### config.mk
export PLATFORM = sky130hd
export DESIGN_NAME = hard_mem_1rw_arb_init
export DESIGN_NICKNAME = d
export VERILOG_FILES = /design/src/rtl/hard_mem_1rw_arb_init.sv
export SDC_FILE = /design/constraint.sdc
export NUM_CORES = 1
export LEC_CHECK = 0
export BUFFER_PORTS_ARGS = -buffer_cell sky130_fd_sc_hd__buf_2
export CORE_MARGIN = 10
export CORE_UTILIZATION = 25
export CTS_CLUSTER_DIAMETER = 200
export DETAILED_ROUTE_END_ITERATION = 8
export SYNTH_ARGS = -nofsm -noshare
export SYNTH_HDL_FRONTEND = slang
export SYNTH_SLANG_ARGS = --single-unit
export TNS_END_PERCENT = 1
### constraint.sdc
create_clock -name clk_i -period 6.2 [get_ports clk_i]
set_input_delay 1.86 -clock clk_i [delete_from_list [all_inputs] [get_ports clk_i]]
set_output_delay 1.86 -clock clk_i [all_outputs]
set_load 0.02 [all_outputs]
### src/rtl/hard_mem_1rw_arb_init.sv
// hard_mem_1rw_arb_init: shares one single-port 1rw SRAM between two requesters.
// After reset the whole array is swept with init_val_p. The controller then
// round-robins between the two ports. Read data comes back through per-port
// response registers that are released with a yumi handshake.
module hard_mem_1rw_arb_init #(
  parameter int width_p = 64,
  parameter int els_p = 512,
  parameter logic [width_p-1:0] init_val_p = '0,
  localparam int addr_width_lp = $clog2(els_p)
) (
  input  logic                       clk_i,
  input  logic                       reset_n_i,
  output logic                       init_done_o,
  input  logic [1:0]                 req_v_i,
  input  logic [1:0]                 req_w_i,
  input  logic [2*addr_width_lp-1:0] req_addr_i,
  input  logic [2*width_p-1:0]       req_data_i,
  output logic [1:0]                 req_ready_o,
  output logic [1:0]                 rsp_v_o,
  output logic [2*width_p-1:0]       rsp_data_o,
  input  logic [1:0]                 rsp_yumi_i,
  output logic                       mem_v_o,
  output logic                       mem_w_o,
  output logic [addr_width_lp-1:0]   mem_addr_o,
  output logic [width_p-1:0]         mem_data_o,
  input  logic [width_p-1:0]         mem_data_i
);

  typedef enum logic {ST_INIT, ST_RUN} state_e;

  localparam logic [addr_width_lp-1:0] last_addr_lp = addr_width_lp'(els_p - 1);

  state_e                    state_r;
  logic [addr_width_lp-1:0]  init_cnt_r;
  logic                      init_done_r;
  logic                      last_gnt_r;   // 1 after reset so port 0 wins the first tie
  logic                      rd_pend_p1;   // a read was issued to the SRAM last cycle
  logic                      rd_port_p1;   // which port that read belongs to
  logic [1:0]                rsp_v_r;
  logic [width_p-1:0]        rsp_data_p2 [2];

  logic                      hold_w_r;
  logic [addr_width_lp-1:0]  hold_addr_r;
  logic [width_p-1:0]        hold_data_r;

  logic [1:0]                elig;
  logic                      gnt_v;
  logic                      gnt_p;
  logic                      sel_w;
  logic [addr_width_lp-1:0]  sel_addr;
  logic [width_p-1:0]        sel_data;

  // Eligibility: writes always go; a read waits until that port has nothing in flight or unconsumed.
  always_comb begin
    elig = 2'b00;
    if (state_r == ST_RUN) begin
      elig[0] = req_v_i[0] & (req_w_i[0] | ~((rd_pend_p1 & ~rd_port_p1) | rsp_v_r[0]));
      elig[1] = req_v_i[1] & (req_w_i[1] | ~((rd_pend_p1 &  rd_port_p1) | rsp_v_r[1]));
    end
  end

  // Round-robin pick of at most one winner, and selection of its request fields.
  always_comb begin
    gnt_v       = |elig;
    gnt_p       = (elig == 2'b11) ? ~last_gnt_r : elig[1];
    sel_w       = gnt_p ? req_w_i[1] : req_w_i[0];
    sel_addr    = gnt_p ? req_addr_i[2*addr_width_lp-1:addr_width_lp]
                        : req_addr_i[addr_width_lp-1:0];
    sel_data    = gnt_p ? req_data_i[2*width_p-1:width_p]
                        : req_data_i[width_p-1:0];
    req_ready_o = 2'b00;
    if (gnt_v) req_ready_o[gnt_p] = 1'b1;
  end

  // SRAM pin drive: the init sweep, the granted request, or the held last value when idle.
  always_comb begin
    mem_v_o    = 1'b0;
    mem_w_o    = hold_w_r;
    mem_addr_o = hold_addr_r;
    mem_data_o = hold_data_r;
    if (state_r == ST_INIT) begin
      mem_v_o    = 1'b1;
      mem_w_o    = 1'b1;
      mem_addr_o = init_cnt_r;
      mem_data_o = init_val_p;
    end else if (gnt_v) begin
      mem_v_o    = 1'b1;
      mem_w_o    = sel_w;
      mem_addr_o = sel_addr;
      mem_data_o = sel_data;
    end
  end

  // Control state: init sweep, arbitration pointer, read tracking and response valids.
  always_ff @(posedge clk_i or negedge reset_n_i) begin
    if (!reset_n_i) begin
      state_r     <= ST_INIT;
      init_cnt_r  <= '0;
      init_done_r <= 1'b0;
      last_gnt_r  <= 1'b1;
      rd_pend_p1  <= 1'b0;
      rd_port_p1  <= 1'b0;
      rsp_v_r     <= 2'b00;
    end else begin
      case (state_r)
        ST_INIT: begin
          init_cnt_r <= init_cnt_r + 1'b1;
          if (init_cnt_r == last_addr_lp) begin
            state_r     <= ST_RUN;
            init_done_r <= 1'b1;
          end
        end
        default: begin
          if (gnt_v) last_gnt_r <= gnt_p;
          // Stage p0 -> p1: remember the read that the SRAM is answering next cycle.
          rd_pend_p1 <= gnt_v & ~sel_w;
          rd_port_p1 <= gnt_p;
          // Stage p1 -> p2: response becomes visible once its data is captured.
          for (int p = 0; p < 2; p++) begin
            if (rsp_yumi_i[p]) rsp_v_r[p] <= 1'b0;
            if (rd_pend_p1 && (rd_port_p1 == 1'(p))) rsp_v_r[p] <= 1'b1;
          end
        end
      endcase
    end
  end

  // Read-data capture: latched the cycle the SRAM presents it, so a following write cannot disturb it.
  always_ff @(posedge clk_i) begin
    if (rd_pend_p1) rsp_data_p2[rd_port_p1] <= mem_data_i;
  end

  // Last driven SRAM pin values, held while no request is granted.
  always_ff @(posedge clk_i) begin
    if (mem_v_o) begin
      hold_w_r    <= mem_w_o;
      hold_addr_r <= mem_addr_o;
      hold_data_r <= mem_data_o;
    end
  end

  assign init_done_o = init_done_r;
  assign rsp_v_o     = rsp_v_r;
  assign rsp_data_o  = {rsp_data_p2[1], rsp_data_p2[0]};

`ifndef SYNTHESIS
  // Protocol checks on the requester side.
  always @(posedge clk_i) begin
    if (reset_n_i) begin
      assert ((rsp_yumi_i & ~rsp_v_r) == 2'b00)
        else $error("rsp_yumi_i asserted without rsp_v_o");
      if (init_done_r) begin
        assert (!$isunknown(req_v_i))
          else $error("req_v_i unknown after init");
      end
    end
  end
`endif

endmodule
# Word-level counts from Yosys, hierarchy flattened
# Memories as Yosys holds them, arrays and structs flattened.
# Cells that the tools add are included.
[totals]
ff_bits = 90
latchBits = 0
mem_bits_rw = 128
rom_bits = 0
input_bits = 218
output_inout_bits = 208
elab_cells = 66
mem_count = 1
[memory_table]
columns = ["memory", "words", "word_bits", "rd", "rd_ports_with_merged_regs", "write_ports", "line", "rtl"]
rows = [
  ["rsp_data_p2", 2, 64, 2, 0, 1, "40", "logic [width_p-1:0] rsp_data_p2 [2];"],
]
[classes]
addsub = 1
mul = 0
div = 0
magnitude_cmp = 2
eq_ne = 2
n_shift = 0
mux = 24
bitwise = 15
n_reduce_logical = 10
[op_table]
columns = ["operator", "count"]
rows = [
  ["64-bit two-way mux", 3],
  ["9-bit two-way mux", 3],
  ["1-bit two-way mux", 15],
  ["9-bit by 1-bit adder with 9-bit output, second input constant", 1],
  ["9-bit equality test, second input constant", 1],
  ["2-bit AND reduction", 4],
  ["1-bit inverter", 6],
  ["1-bit bitwise AND", 5],
  ["2-bit two-way mux", 2],
  ["1-bit bitwise OR", 4],
  ["2-bit nonzero test", 2],
  ["1-bit logical AND", 3],
  ["2-bit equality test, second input constant", 1],
  ["1-bit by 2-bit < comparator with 1-bit output, second input constant", 1],
  ["2-bit OR reduction", 1],
  ["1-bit demux with 1-bit select", 1],
  ["1-bit greater-or-equal comparator, second input constant", 1],
]

# Depth between registers and ports, before layout
[depth]
ltp_word = 14
ltp_mapped = 8
mapped_depth_nobuf = 5

# Worst setup path after synthesis
# Ideal clock, no wire load.
[synth_path]
kind = "input to output"
startpoint = "input req_v_i[0]"
endpoint = "output mem_v_o"
arrival_time_ns = 4.360
t_required_ns = 4.340
slack_ns = -0.020
path_stages = 7
path_buffers = 3
path_cell_list = "and2_1 clkbuf_1 and3_4 buf_6 buf_6 nor2_1 nand2_1"
[synth_between]
elab_chain_cells = 5
[synth_lines]
columns = ["item", "line", "rtl"]
rows = [
  ["from (decl)", "14", "input logic [1:0] req_v_i,"],
  ["1-bit bitwise AND", "57", "elig[0] = req_v_i[0] & (req_w_i[0] | ~((rd_pend_p1 & ~rd_port_p1) | rsp_v_r[0]));"],
  ["2-bit two-way mux", "56", "if (state_r == ST_RUN) begin"],
  ["2-bit OR reduction", "64", "gnt_v = |elig;"],
  ["1-bit two-way mux", "86", "end else if (gnt_v) begin"],
  ["1-bit two-way mux", "81", "if (state_r == ST_INIT) begin"],
  ["to (decl)", "22", "output logic mem_v_o,"],
]
# No other way between the ends.

# Final worst setup path
[layout_path]
startpoint = "input req_w_i[0]"
endpoint = "output mem_data_o[37]"
[layout_between]
elab_chain_cells = 8
word_cells_on_any_way = 9
classes_between = "1 x eq/ne; 5 x mux; 2 x bitwise; 1 x reduce/logical"
[layout_lines]
columns = ["item", "line", "rtl"]
rows = [
  ["from (decl)", "15", "input logic [1:0] req_w_i,"],
  ["1-bit bitwise OR (*)", "57", ""],
  ["1-bit bitwise AND (*)", "57", ""],
  ["2-bit two-way mux (*)", "56", ""],
  ["2-bit equality test", "65", "gnt_p = (elig == 2'b11) ? ~last_gnt_r : elig[1];"],
  ["1-bit two-way mux", "65", ""],
  ["64-bit two-way mux", "69", "sel_data = gnt_p ? req_data_i[2*width_p-1:width_p]"],
  ["64-bit two-way mux (*)", "86", ""],
  ["64-bit two-way mux (*)", "81", ""],
  ["to (decl)", "25", "output logic [width_p-1:0] mem_data_o,"],
]
# Mark *: on every way between the ends. The rest lies on a longest branch, timed or not.

==> flow_summary.yaml <==
logic_synthesis:
  synth_cell_type_count: 44
  number_of_enable_type_register_cells_in_the_synthesized_netlist: 202
  synthesis.instances: 566
  synthArstFlopShare: 0.0734
  yosysTopAreaCell: "sky130_fd_sc_hd__edfxtp_1"
  avgSynthCellArea_um2: 15.9
  synth_warnings: 0
  postSynth.topFlopCell: "sky130_fd_sc_hd__edfxtp_1"
  synth-seq-area-share: 0.720
  syn_nets: 786
  synth_top_cell_area_share: 0.675
  synth_top_cells_by_area: "sky130_fd_sc_hd__edfxtp_1 (68%), sky130_fd_sc_hd__o2111a_1 (7.9%), sky130_fd_sc_hd__nand3b_1 (5.2%)"
  synth_commonest_cells: "sky130_fd_sc_hd__edfxtp_1 (202), sky130_fd_sc_hd__o2111a_1 (63), sky130_fd_sc_hd__nand3b_1 (62), sky130_fd_sc_hd__or3_1 (62), sky130_fd_sc_hd__clkbuf_1 (27)"
  synth.most_common_cell: "sky130_fd_sc_hd__edfxtp_1"
  synth.ff_latch_count: 218
  syn_area_um2: 8980
finish:
  num-nets-final: 1203
  fill_cells: 3539
  areaGrowthSynthToFinish_pct: 37.8
  final_layout_size_suffix_gt1_frac: 0.494
clock_tree:
  cts_resized: 0
  tritoncts_clock_tree: "done"
  root_buffer: "sky130_fd_sc_hd__clkbuf_16"
  htree_levels: 1
  clkLatencyLatePin_ns: 0.55
  cts.reportedPaths.clkPinSlew_ns: 0.06
  cts.sink_count: 218
  cts_hold_buf: 0
  cts.path.max_buffers: 3
  cts_setup_buffers: 0
  tritoncts.num_buffers: 25
sta:
  layout_setup_ws_ns: 0.544
  tightest_slew_ns: 0.894
  final-hold-violation-count: 0
  fmax_mhz: 177
  finalWorstPathRequiredPeriod_ns: 5.66
  post-route-period-util: 0.912
  slew_viol_final: 0
  fin_hold_ws_ns: 0.491
  setup-violations-final: 0
  timing.clock.skew_ns: 0.0192
  setup_repair_after_global_routing_missed_its_margin: "no"
  fin_setup_tns_ns: 0
  slew-limit-headroom: 0.404
power:
  max-vdd-ir-drop_uv: 201
  finalPower_mw: 3.17
  power_density_nw_per_um2: 256
  total_leakage_power_nw: 5.49
worst_setup_path:
  critPathCaptureType: "output port"
  number_of_cells_on_the_worst_reg_to_reg_path: 7
  cp_max_fo: 38
  crit_type: "input port to output port"
  crit_arrival_ns: 3.80
  start_kind: "input port"
  worstReg2RegEnd: "hold_data_r[5]"
  critPathCapture: "mem_data_o[37]"
  startpoint_of_the_worst_register_to_register_path: "rd_port_p1"
  cp-startpoint: "req_w_i[0]"
  timing.reg2reg.setup_slack_ns: 3.09
  worst-endpoint-required_ns: 4.34
global_routing:
  grt_pass1_vias: 7395
  grt_pass1_wl_um: 48500
  number_of_antenna_violations_at_the_first_check_in_global_routing: 1
  grt_usage: 0.143
  grt_overflow: 0
  grt_start_max_net_pins: 75
detailed_routing:
  detail_routed_net_length_per_standard_cell_um: 22.8
  routed_wirelength_um: 33400
  detailedRoute.firstPassIterationCount: 5
  drcViolationCount: 0
  drt-vias-per-instance: 4.79
  route.vias.total: 7008
  antenna_violating_nets_post_route: 0
  number_of_drc_markers_after_the_initial_detailed_route_iteration: 391
floorplan:
  core-area_um2: 35500
  pin_count: 426
  die_span_x_um: 210
  die_area_um2: 43900
  core.rowCount: 69
  initial_core_util: 0.253
  die-height_um: 210
hold_path:
  worstHoldStart: "init_cnt_r[5]"
  hold_class: "register to register"
placed_design:
  place_congestion: 0.852
  place_hpwl_um: 25400
  place_worst_setup_slack_ns: 0.564
  portBuffers: 425
run_status:
  run_status: "complete, no violations"
job:
  cap_viol_max_count: 0
[worst max-delay path, stage by stage]
cell,delay [ns]
sky130_fd_sc_hd__buf_2,0.11
sky130_fd_sc_hd__or3b_1,0.44
sky130_fd_sc_hd__and3_4,0.37
sky130_fd_sc_hd__buf_4,0.29
sky130_fd_sc_hd__or3_1,0.38
sky130_fd_sc_hd__o2111a_1,0.16
sky130_fd_sc_hd__buf_2,0.16
[cell usage in the layout (no fill, tap or decap), drive strengths merged, types with 3 or more instances in the layout]
master,n
or3,62
buf,441
inv,10
edfxtp,202
nor2,10
clkinv,10
a211oi,3
clkbuf,29
xnor2,5
nand3b,62
and4,3
dfrtp,15
nand2,10
o21ai,4
a21o,4
o2111a,63
a31oi,13
nand3,18
[cell type report]
class                      instances  area (um2)  area share
timing repair buffer             441        2270       0.184
sequential                       218        6470       0.522
inverter                           8        30.0     0.00243
clock inverter                    15         133      0.0107
antenna                            2        5.00    0.000404
multi-input combinational        289        2250       0.182
clock buffer                      29         641      0.0517
tap                              461         577      0.0466
[flip-flops by register name, indices dropped and copies added, names as in the netlist]
| register | count |
|---|---|
| rsp_data_p2 | 128 |
| last_gnt_r | 1 |
| hold_w_r | 1 |
| rd_port_p1 | 1 |
| rd_pend_p1 | 1 |
| init_done_o | 1 |
| rsp_v_o | 2 |
| hold_addr_r | 9 |
| state_r | 1 |
| init_cnt_r | 9 |
| hold_data_r | 64 |
[per-stage QoR]
| stage | cell area (um2) | instances | util |
|---|---|---|---|
| CTS | 12400 | 1461 | 0.349 |
| global placement | 11600 | 1417 | 0.327 |
| floorplan | 8980 | 566 | - |
| detailed placement | 11600 | 1417 | 0.327 |
| finish | 12400 | 1463 | 0.349 |
| global route | 12400 | 1461 | 0.349 |
[how the worst min path moves through the flow]
stage,slack (ns),cells past startpoint,endpoint
6_report,0.49,1,init_cnt_r[5]
5_1_grt,0.52,1,init_done_o
4_1_cts,0.49,1,init_cnt_r[5]
3_5_place_dp,0.49,1,init_cnt_r[5]
3_3_place_gp,0.48,1,init_cnt_r[2]
2_1_floorplan,0.46,1,init_cnt_r[5]
[per-layer routing]
metal,share of wire,vias up,track usage
met3,0.11,32,0.0539
met5,0,-,0
li1,-,3150,-
met1,0.39,3432,0.166
met2,0.49,394,0.246
met4,0.017,0,0.0298
[report_power, final]
group          switching (mW)  total, mW  leakage [nW]  internal (mW)
Clock                   0.604       1.39         0.377          0.791
Combinational          0.0756      0.144          2.76         0.0683
Sequential            0.00679       1.63          2.35           1.62
Total                   0.686       3.17          5.49           2.48
[cells by family after synthesis]
| group | synth area share |
|---|---|
| DFF | 0.720 |
| and+or+nand+nor | 0.127 |
| AOI/OAI and AO/OA | 0.109 |
| buffers and inverters | 0.0325 |
| xor gates and xnor gates | 0.00683 |
| muxes | 0.00251 |
| adders and majority gates | 0.00279 |
Note: power is estimated with default switching activity, not from simulation.
